File: src/rtl/spi_flash_responder.sv
// SPI mode-0 flash responder: answers READ, FAST_READ and RDID from a byte-read memory port.
// All SPI pins are oversampled in sys_clk; nothing in this block is clocked by spi_clk.
module spi_flash_responder #(
  parameter int          ADDR_W      = 24,
  parameter int          SYNC_STAGES = 2,
  parameter logic [23:0] JEDEC_ID    = 24'h20BA18
) (
  input  logic              sys_clk,
  input  logic              sys_rst,
  input  logic              spi_clk,
  input  logic              spi_cs_n,
  input  logic              spi_mosi,
  output logic              spi_miso,
  output logic              spi_miso_oe,
  output logic              mem_req,
  output logic [ADDR_W-1:0] mem_addr,
  input  logic              mem_rvalid,
  input  logic [7:0]        mem_rdata,
  output logic              busy,
  output logic              err_cmd,
  output logic              underrun
);

  typedef enum logic [2:0] {
    WAIT_CS,
    IDLE,
    CMD,
    ADDR,
    DUMMY,
    DATA,
    ID,
    IGNORE
  } state_t;

  logic [SYNC_STAGES-1:0] sclk_sync;
  logic [SYNC_STAGES-1:0] cs_sync;
  logic [SYNC_STAGES-1:0] mosi_sync;
  logic                   sclk_d;
  logic                   cs_d;
  logic                   sclk_s;
  logic                   cs_s;
  logic                   mosi_s;
  logic                   sclk_rise;
  logic                   sclk_fall;
  logic                   cs_fall;

  state_t                 state;
  logic [4:0]             bit_cnt;
  logic [6:0]             cmd_sh;
  logic [7:0]             cmd_next;
  logic                   fast;
  logic [ADDR_W-1:0]      addr;
  logic [ADDR_W-1:0]      addr_next;
  logic [7:0]             buf_data;
  logic                   buf_full;
  logic [6:0]             sh;
  logic [1:0]             id_idx;
  logic                   stale;
  logic                   req_pend;
  logic                   rd_ok;
  logic [7:0]             load_byte;
  logic [7:0]             id_byte;
  logic [7:0]             out_byte;

  function automatic logic [7:0] jedec_byte(input logic [1:0] idx);
    case (idx)
      2'd0:    jedec_byte = JEDEC_ID[23:16];
      2'd1:    jedec_byte = JEDEC_ID[15:8];
      default: jedec_byte = JEDEC_ID[7:0];
    endcase
  endfunction

  // Control synchronisers reset low so a reset taken with cs_n low stays in WAIT_CS.
  always_ff @(posedge sys_clk) begin
    if (sys_rst) begin
      sclk_sync <= '0;
      cs_sync   <= '0;
      sclk_d    <= 1'b0;
      cs_d      <= 1'b0;
    end else begin
      sclk_sync <= {sclk_sync[SYNC_STAGES-2:0], spi_clk};
      cs_sync   <= {cs_sync[SYNC_STAGES-2:0], spi_cs_n};
      sclk_d    <= sclk_s;
      cs_d      <= cs_s;
    end
  end

  always_ff @(posedge sys_clk) begin
    mosi_sync <= {mosi_sync[SYNC_STAGES-2:0], spi_mosi};
  end

  assign sclk_s    = sclk_sync[SYNC_STAGES-1];
  assign cs_s      = cs_sync[SYNC_STAGES-1];
  assign mosi_s    = mosi_sync[SYNC_STAGES-1];
  assign sclk_rise = sclk_s & ~sclk_d;
  assign sclk_fall = ~sclk_s & sclk_d;
  assign cs_fall   = ~cs_s & cs_d;

  assign cmd_next  = {cmd_sh, mosi_s};
  assign addr_next = {addr[ADDR_W-2:0], mosi_s};
  // A response to a request that was overtaken by a byte boundary is stale and dropped.
  assign rd_ok     = mem_req & mem_rvalid & ~stale;
  assign load_byte = rd_ok ? mem_rdata : (buf_full ? buf_data : 8'hFF);
  assign id_byte   = jedec_byte(id_idx);
  assign out_byte  = (state == ID) ? id_byte : load_byte;

  always_ff @(posedge sys_clk) begin
    if (sys_rst) begin
      state       <= WAIT_CS;
      bit_cnt     <= 5'd0;
      fast        <= 1'b0;
      buf_full    <= 1'b0;
      id_idx      <= 2'd0;
      stale       <= 1'b0;
      req_pend    <= 1'b0;
      spi_miso    <= 1'b0;
      spi_miso_oe <= 1'b0;
      mem_req     <= 1'b0;
      mem_addr    <= '0;
      busy        <= 1'b0;
      err_cmd     <= 1'b0;
      underrun    <= 1'b0;
    end else begin
      err_cmd  <= 1'b0;
      underrun <= 1'b0;

      if (mem_req && mem_rvalid) begin
        mem_req <= 1'b0;
        stale   <= 1'b0;
        if (!stale) begin
          buf_data <= mem_rdata;
          buf_full <= 1'b1;
        end
      end else if (!mem_req && req_pend) begin
        mem_req  <= 1'b1;
        mem_addr <= addr;
        req_pend <= 1'b0;
      end

      if (state != WAIT_CS && state != IDLE && cs_s) begin
        // Deselect aborts everything, including a response landing this cycle.
        state       <= IDLE;
        busy        <= 1'b0;
        bit_cnt     <= 5'd0;
        spi_miso    <= 1'b0;
        spi_miso_oe <= 1'b0;
        mem_req     <= 1'b0;
        req_pend    <= 1'b0;
        stale       <= 1'b0;
        buf_full    <= 1'b0;
      end else begin
        case (state)
          WAIT_CS: begin
            busy <= ~cs_s;
            if (cs_s) state <= IDLE;
          end

          IDLE: begin
            if (cs_fall) begin
              state   <= CMD;
              busy    <= 1'b1;
              bit_cnt <= 5'd0;
            end
          end

          CMD: begin
            if (sclk_rise) begin
              cmd_sh  <= cmd_next[6:0];
              bit_cnt <= bit_cnt + 5'd1;
              if (bit_cnt == 5'd7) begin
                bit_cnt <= 5'd0;
                case (cmd_next)
                  8'h03: begin
                    state <= ADDR;
                    fast  <= 1'b0;
                  end
                  8'h0B: begin
                    state <= ADDR;
                    fast  <= 1'b1;
                  end
                  8'h9F: begin
                    state  <= ID;
                    id_idx <= 2'd0;
                  end
                  default: begin
                    state   <= IGNORE;
                    err_cmd <= 1'b1;
                  end
                endcase
              end
            end
          end

          ADDR: begin
            if (sclk_rise) begin
              addr    <= addr_next;
              bit_cnt <= bit_cnt + 5'd1;
              if (bit_cnt == 5'd23) begin
                bit_cnt  <= 5'd0;
                mem_addr <= addr_next;
                mem_req  <= 1'b1;
                buf_full <= 1'b0;
                state    <= fast ? DUMMY : DATA;
              end
            end
          end

          DUMMY: begin
            if (sclk_rise) begin
              bit_cnt <= bit_cnt + 5'd1;
              if (bit_cnt == 5'd7) begin
                bit_cnt <= 5'd0;
                state   <= DATA;
              end
            end
          end

          DATA, ID: begin
            if (sclk_fall) begin
              if (bit_cnt == 5'd0) begin
                sh          <= out_byte[6:0];
                spi_miso    <= out_byte[7];
                spi_miso_oe <= 1'b1;
                bit_cnt     <= 5'd1;
                if (state == ID) begin
                  id_idx <= (id_idx == 2'd2) ? 2'd0 : id_idx + 2'd1;
                end else begin
                  underrun <= ~rd_ok & ~buf_full;
                  buf_full <= 1'b0;
                  addr     <= addr + ADDR_W'(1);
                  req_pend <= 1'b1;
                  // Any request still open now is for the byte just consumed.
                  if ((mem_req && !mem_rvalid) || (!mem_req && req_pend)) stale <= 1'b1;
                end
              end else begin
                sh       <= {sh[5:0], 1'b0};
                spi_miso <= sh[6];
                bit_cnt  <= (bit_cnt == 5'd7) ? 5'd0 : bit_cnt + 5'd1;
              end
            end
          end

          IGNORE: begin
            busy <= 1'b1;
          end

          default: begin
            state <= WAIT_CS;
          end
        endcase
      end
    end
  end

endmodule

File: config.mk
export PLATFORM = sky130hd
export DESIGN_NAME = spi_flash_responder
export DESIGN_NICKNAME = d
export VERILOG_FILES = /design/src/rtl/spi_flash_responder.sv
export SDC_FILE = /design/constraint.sdc
export NUM_CORES = 1
export LEC_CHECK = 0
export ABC_AREA = 1
export ABC_CLOCK_PERIOD_IN_PS = 4300
export BUFFER_PORTS_ARGS = -buffer_cell sky130_fd_sc_hd__buf_4
export CAP_MARGIN = 5
export CELL_PAD_IN_SITES_DETAIL_PLACEMENT = 1
export CELL_PAD_IN_SITES_GLOBAL_PLACEMENT = 1
export CORE_ASPECT_RATIO = 0.5
export CORE_MARGIN = 4
export CORE_UTILIZATION = 40
export CTS_CLUSTER_DIAMETER = 200
export DETAILED_ROUTE_END_ITERATION = 10
export PLACE_DENSITY_LB_ADDON = 0.1
export SLEW_MARGIN = 30
export SYNTH_ARGS = -nofsm -noshare
export SYNTH_HDL_FRONTEND = slang
export SYNTH_SLANG_ARGS = --single-unit
File: constraint.sdc
create_clock -name sys_clk -period 4.3 [get_ports sys_clk]
set_clock_uncertainty 0.15 [all_clocks]
set_input_delay 0.43 -clock sys_clk [delete_from_list [all_inputs] [get_ports sys_clk]]
set_output_delay 0.43 -clock sys_clk [all_outputs]
set_load 0.005 [all_outputs]
==> impl_metrics.env, run 1 <==
export IMPL_critPathLaunchType="flip-flop"
export IMPL_routed_wire_length_per_instance_um=15.6
export IMPL_drive_gt1_share_pct=16.5
export IMPL_root_buffer_cell="clkbuf_16"
export IMPL_layout_setup_ws_ns=1.70
export IMPL_dpl_hpwl_mm=9.96
export IMPL_postSynthNetCount=689
export IMPL_floorplan_core_area_um2=12800
export IMPL_status="complete, no violations"
export IMPL_worstSetupEndpoint="addr[5]"
export IMPL_power_density_nw_per_um2=470
export IMPL_final_core_utilization_pct=47.2
export IMPL_grt_pass1_vias=4664
export IMPL_fin_max_slew_vios=0
export IMPL_global_route_peak_usage_layer="met2"
export IMPL_worst_endpoint_required_ns=4.16
export IMPL_area_growth_synth_to_final_pct=14.1
export IMPL_gp_routability_congestion=0.791
export IMPL_crit_slowest_cell="dfxtp_1"
export IMPL_postLayoutCellArea_um2=6040
export IMPL_rr_worst_depth=7
export IMPL_post_route_drc_violation_count=0
export IMPL_period_minus_slack_ns=2.60
export IMPL_gr_total_overflow=0
export IMPL_synth_async_sr_flop_share_pct=0
export IMPL_synth_edff_count=46
export IMPL_dr_pass1_iters=4
export IMPL_tightestPinTransition_ns=0.921
export IMPL_final_cells=884
export IMPL_insertion_delay_ns=0.35
export IMPL_grt_setup_unrepaired="false"
export IMPL_min_delay_path_class="primary input to flip-flop"
export IMPL_grt_start_max_net_pins=49
export IMPL_global_route_usage_met2_pct=33.7
export IMPL_ff_latch_count_synth=98
export IMPL_fin_worst_hold_slack_ns=0.0376
export IMPL_worst_r2r_setup_slack_ns=1.70
export IMPL_crit_start="state[2]"
export IMPL_rows=29
export IMPL_ioPinCount=44
export IMPL_groute_layer_met1_usage_pct=24.4
export IMPL_peakVddDrop_uv=214
export IMPL_power_leakage_nw=2.46
export IMPL_worstReg2RegStart="state[2]"
export IMPL_num_vias=4560
export IMPL_detail_route_vias_per_cell=5.16
export IMPL_sequential_share_of_the_synthesized_area_pct=45.7
export IMPL_worst_setup_path_end_kind="flip-flop"
export IMPL_mappedNetlistArea_um2=5300
export IMPL_groute_layer_met3_usage_pct=3.40
export IMPL_final_net_count=726
export IMPL_placement_cell_area_um2=5730
export IMPL_instance_count_of_the_mapped_netlist=672
export IMPL_clkSinkCount=98
export IMPL_timing_critical_path_fanout_max=43
export IMPL_dpl_cell_count=868
export IMPL_synth_warnings=0
export IMPL_wl_mm=13.8
export IMPL_total_inserted_antenna_cells=0
export IMPL_critical_path_cell_chain="nand3_4 -> nand2_4 -> nor2_1 -> inv_1 -> nand2_1 -> nor4_2 -> buf_4"
export IMPL_synth_cell_types=45
export IMPL_maxCapViolations=0
export IMPL_worst_endpoint_arrival_ns=2.47
export IMPL_antenna_violations_before_repair=0
export IMPL_postCtsSetupRepairBufs=0
export IMPL_worstReg2RegEnd="addr[5]"
export IMPL_grt_first_pass_wirelength_mm=23.3
export IMPL_port_buffer_count=43
export IMPL_overall_die_width_um=171
export IMPL_detailedPlace_worstSlack_ns=1.67
export IMPL_layout_commonest_cell="nand2_1"
export IMPL_mostFrequentLayoutCells="nand2_1 (181), o21ai_0 (71), inv_1 (63), nor2_1 (63), dfxtp_1 (52)"
export IMPL_cts_max_level=3
export IMPL_clk_path_buf_depth=2
export IMPL_final_hold_violation_count=0
export IMPL_final_ant_viol_nets=0
export IMPL_dieArea_um2=15300
export IMPL_cts_tree="yes"
export IMPL_cts_hold_buf=0
export IMPL_achievable_frequency_mhz=384
export IMPL_timing_max_slew_rel_slack_pct=38.5
export IMPL_critPathMaxStageDelay_ns=0.72
export IMPL_initialDrtViolationCount=239
export IMPL_synth_ff_type="dfxtp_1"
export IMPL_path_clk_slew_ns=0.07
export IMPL_groute_usage_overall_pct=19.0
export IMPL_timing_final_setup_violations=0
export IMPL_cts_resized_gates=0
export IMPL_critPathKind="flip-flop to flip-flop"
export IMPL_setup_tns_ns=0
export IMPL_cts_bufs_inserted=9
export IMPL_synthesized_area_per_cell_um2=7.88
export IMPL_die_h_um=89.4
export IMPL_initial_core_util_pct=41.4
export IMPL_totalPowerFinal_mw=2.84
export IMPL_period_share_pct=60.6
-- power by group --
group / switching (mW) / total [mW] / internal, mW
sequential: 0.0959 / 1.17 / 1.07
combinational: 0.559 / 0.806 / 0.247
clock: 0.397 / 0.866 / 0.469
-- worst min path at each step --
stage	to	cells after the start	slack [ns]	startpoint
after floorplan	mosi_sync[1]	0	0.16	mosi_sync[0]
after global placement	mosi_sync[1]	0	0.16	mosi_sync[0]
after detailed placement	mosi_sync[1]	0	0.17	mosi_sync[0]
after CTS	mosi_sync[0]	1	0.02	spi_mosi
after global routing	mosi_sync[0]	1	0.03	spi_mosi
final	mosi_sync[0]	1	0.04	spi_mosi
-- final cells by class --
type / instances / area, um^2
inverter: 70 / 279
fill: 1576 / 6770
timing repair buffer: 47 / 353
clock inverter: 7 / 92.6
multi-input combinational: 483 / 2460
sequential: 98 / 2420
clock buffer: 9 / 225
tap: 170 / 213
-- Yosys cell counts (2+ instances only) --
library cell | number | share of area, %
a21oi_2 | 20 | 3.3
inv_2 | 3 | 0.21
nor2_2 | 7 | 0.83
xor2_1 | 8 | 1.3
nand3_2 | 2 | 0.38
nand4_1 | 6 | 0.71
a31oi_1 | 2 | 0.24
o22ai_1 | 3 | 0.35
nor2_4 | 5 | 1.1
buf_2 | 7 | 0.66
o21ai_0 | 71 | 6.7
o211ai_1 | 7 | 0.99
nand2_4 | 2 | 0.43
dfxtp_1 | 52 | 20
clkbuf_1 | 6 | 0.43
inv_1 | 63 | 4.5
a21oi_1 | 24 | 2.3
edfxtp_1 | 46 | 26
nor2_1 | 63 | 4.5
nor3_2 | 3 | 0.57
o31ai_1 | 2 | 0.28
buf_6 | 7 | 1.5
nand3_4 | 3 | 0.99
nor4_1 | 2 | 0.24
o21ai_1 | 6 | 0.57
nor3_1 | 10 | 0.94
nand2_2 | 2 | 0.24
nand2_1 | 181 | 13
nand3_1 | 41 | 3.9
ha_1 | 3 | 0.71
-- cell families after synthesis --
kind of cell / Yosys count / share of synthesized area (%)
simple gates: 334 / 29.0
compound gates: 137 / 15.1
flops: 98 / 45.7
buf+inv: 91 / 7.98
xor+xnor: 9 / 1.49
fa+ha+maj: 3 / 0.709
-- state kept, by name, indices dropped and copies added (netlist names), 2 cells and up --
name and count:
cs_sync 2, sh 7, cmd_sh 7, mosi_sync 2, addr 24, sclk_sync 2, id_idx 2, state 3
buf_data 8, bit_cnt 5, mem_addr 24
-- routing by layer --
metal  part of all wire [%]  wire (um)
met1                     49       6790
met2                     47       6490
met3                    2.5        343
met4                    1.2        163
met5                      0          0
-- worst max-delay path: cells and delay by family (launching register included) --
family | cells | cell delay, ns
buffers and inverters | 2 | 0.47
DFF | 1 | 0.72
and+or+nand+nor | 5 | 0.93
Note: power is estimated with default switching activity, not from simulation.
==> run 2, diff against run 1 <==
Settings changed: ABC_AREA 1 to 0, ABC_CLOCK_PERIOD_IN_PS 4300 to 2700.
Clock period 4.3 ns to 2.7 ns, I/O delays scaled along.
==> impl_metrics.env, run 2 <==
export IMPL_worstReg2RegStart="bit_cnt[0]"
export IMPL_insertion_delay_ns=0.35
export IMPL_layout_top_registers="addr: 24 flops, mem_addr: 24 flops, buf_data: 8 flops"
export IMPL_port_buffer_count=43
export IMPL_post_synth_fa_ha_maj_area_fraction_pct=0.743
export IMPL_final_hold_violation_count=0
export IMPL_mostFrequentLayoutCells="buf_4 (63), nor2_1 (60), dfxtp_1 (52)"
export IMPL_worstHoldPathCells=2
export IMPL_routed_wire_length_per_instance_um=17.2
export IMPL_clkSinkCount=98
export IMPL_root_buffer_cell="clkbuf_16"
export IMPL_wl_mm=12.6
export IMPL_fin_max_slew_vios=0
export IMPL_grt_setup_unrepaired="false"
export IMPL_initial_core_util_pct=41.8
export IMPL_total_inserted_antenna_cells=0
export IMPL_power_density_nw_per_um2=522
export IMPL_power_leakage_nw=2.26
export IMPL_worst_setup_path_end_kind="flip-flop"
export IMPL_ioPinCount=44
export IMPL_cts_tree="yes"
export IMPL_cts_resized_gates=0
export IMPL_tightestPinTransition_ns=0.609
export IMPL_worst_r2r_setup_slack_ns=0.31
export IMPL_synth_edff_count=46
export IMPL_rows=28
export IMPL_post_synth_xor_area_fraction_pct=1.04
export IMPL_sequential_share_of_the_synthesized_area_pct=47.9
export IMPL_grt_first_pass_wirelength_mm=21.7
export IMPL_overall_die_width_um=167
export IMPL_gp_routability_congestion=0.820
export IMPL_synth_warnings=0
export IMPL_groute_usage_overall_pct=18.3
export IMPL_timing_critical_path_fanout_max=48
export IMPL_critPathKind="flip-flop to flip-flop"
export IMPL_synth_async_sr_flop_share_pct=0
export IMPL_final_core_utilization_pct=49.3
export IMPL_synth_top_area_share_pct=27.3
export IMPL_area_growth_synth_to_final_pct=18.0
export IMPL_instance_count_of_the_mapped_netlist=520
export IMPL_clk_path_buf_depth=2
export IMPL_gr_total_overflow=0
export IMPL_period_minus_slack_ns=2.39
export IMPL_rr_worst_depth=6
export IMPL_path_clk_slew_ns=0.07
export IMPL_antenna_violations_before_repair=0
export IMPL_layout_commonest_cell="buf_4"
export IMPL_detail_route_vias_per_cell=5.63
export IMPL_hold_path_endpoint="cs_sync[0]"
export IMPL_worst_endpoint_arrival_ns=2.45
export IMPL_grt_pass1_vias=4199
export IMPL_synth_top_cells_by_area="edfxtp_1 (27%), dfxtp_1 (21%), a211oi_2 (5.2%), mux2i_1 (5.0%), nor2_1 (4.5%)"
export IMPL_setup_tns_ns=0
export IMPL_worst_endpoint_required_ns=2.75
export IMPL_postCtsSetupRepairBufs=0
export IMPL_timing_final_setup_violations=0
export IMPL_ff_latch_count_synth=98
export IMPL_peakVddDrop_uv=281
export IMPL_initialDrtViolationCount=308
export IMPL_num_vias=4130
export IMPL_synth_simple_gate_area_share_pct=21.1
export IMPL_yosys_top_cells_count="nor2_1 (60), dfxtp_1 (52), nand2_1 (49), edfxtp_1 (46), a21oi_1 (28)"
export IMPL_min_delay_path_class="primary input to flip-flop"
export IMPL_cts_max_level=3
export IMPL_synth_ff_type="dfxtp_1"
export IMPL_timing_max_slew_rel_slack_pct=59.4
export IMPL_crit_start="bit_cnt[0]"
export IMPL_synthesized_area_per_cell_um2=9.72
export IMPL_yosys_mux_area_fraction_pct=5.17
export IMPL_drive_gt1_share_pct=19.4
export IMPL_postSynthNetCount=537
export IMPL_maxCapViolations=0
export IMPL_critPathLaunchType="flip-flop"
export IMPL_die_h_um=87.5
export IMPL_cts_bufs_inserted=9
export IMPL_dr_pass1_iters=4
export IMPL_mappedNetlistArea_um2=5050
export IMPL_synth_cell_types=68
export IMPL_synthDominantAreaCellType="edfxtp_1"
export IMPL_status="complete, no violations"
export IMPL_dpl_hpwl_mm=8.58
export IMPL_worst_hold_startpoint="spi_cs_n"
export IMPL_final_ant_viol_nets=0
export IMPL_floorplan_core_area_um2=12100
export IMPL_post_route_drc_violation_count=0
export IMPL_final_net_count=580
export IMPL_dieArea_um2=14600
export IMPL_synth_compound_area_share_pct=19.3
export IMPL_period_share_pct=88.7
export IMPL_grt_start_max_net_pins=49
export IMPL_worstReg2RegEnd="mem_addr[21]"
export IMPL_synthMostInstantiatedCell="nor2_1"
export IMPL_achievable_frequency_mhz=418
export IMPL_combinational_family_with_the_most_area_after_synthesis="simple AND/OR/NAND/NOR gates"
run 2: changes by cell type in the layout (fill, tap and decap cells not counted), moves of 7 or more:
cell and change:
o21ai_0 -49, nand3_1 -19, inv_1 -55, mux2i_1 +25
a211oi_2 +21, a21oi_2 -18, nor2_2 -7, nand2b_1 +7
dlygate4sd3_1 +10, nand2_1 -132, xor2_1 -7, or3_1 +9
nor2b_1 +10, buf_4 +16
run 2: metal layers:
metal	GRT usage [%]	wire length (um)
met1	24.1	6090
met2	31.8	6020
met3	3.58	376
met4	4.01	106
met5	0	0
run 2: through the flow:
stage / hold slack (ns) / cell area (um^2) / worst slack (ns) / power, mW / std cells
CTS: 0.00952 / 5960 / 0.317 / 3.15 / 733
global route: 0.0194 / 5960 / 0.144 / 3.23 / 733
global placement: 0.162 / 5540 / 0.341 / 1.75 / 707
floorplan: 0.148 / 5060 / 0.292 / 1.69 / 520
finish: 0.0124 / 5960 / 0.305 / 3.11 / 733
detailed placement: 0.163 / 5540 / 0.325 / 1.75 / 707
run 2: kinds of logic (layout without fill, tap and decap cells):
logic type | Yosys count | after routing
mux | 26 | 26
buf+inv | 50 | 98
flops | 98 | 98
compound gates | 129 | 129
xor+xnor | 6 | 6
simple gates | 208 | 208
fa+ha+maj | 3 | 3
run 2: power breakdown:
group / internal (mW) / switching (mW) / total [mW]
clock: 0.811 / 0.574 / 1.39
combinational: 0.0708 / 0.0927 / 0.164
sequential: 1.55 / 0.0114 / 1.56
total: 2.44 / 0.678 / 3.11
run 2: final cells by class:
type	count	area, um^2
Multi-Input combinational cell	372	2410
Sequential cell	98	2420
Timing Repair Buffer	73	573
Clock inverter	7	91.3
Tap cell	165	206
Inverter	9	33.8
Fill cell	1359	6130
Clock buffer	9	225
run 2: how the worst max path moves through the flow:
stage / slack, ns / end
4_1_cts: 0.32 / mem_addr[21]
6_report: 0.31 / mem_addr[21]
3_5_place_dp: 0.32 / addr[22]
5_1_grt: 0.14 / mem_addr[21]
3_3_place_gp: 0.34 / addr[22]
2_1_floorplan: 0.29 / addr[0]
run 2: critical path: stages, from the launching register on:
cell and delay, ns:
dfxtp_1 0.39, ha_1 0.25, and4b_1 0.42, nand2_1 0.09
or3_4 0.63, nor2_1 0.23, a211oi_2 0.07
run 2: timing repair:
item	in CTS	in global routing
endpoints found under the setup margin	0	0
hold buffers	10	0
endpoints found under the hold margin	10	0
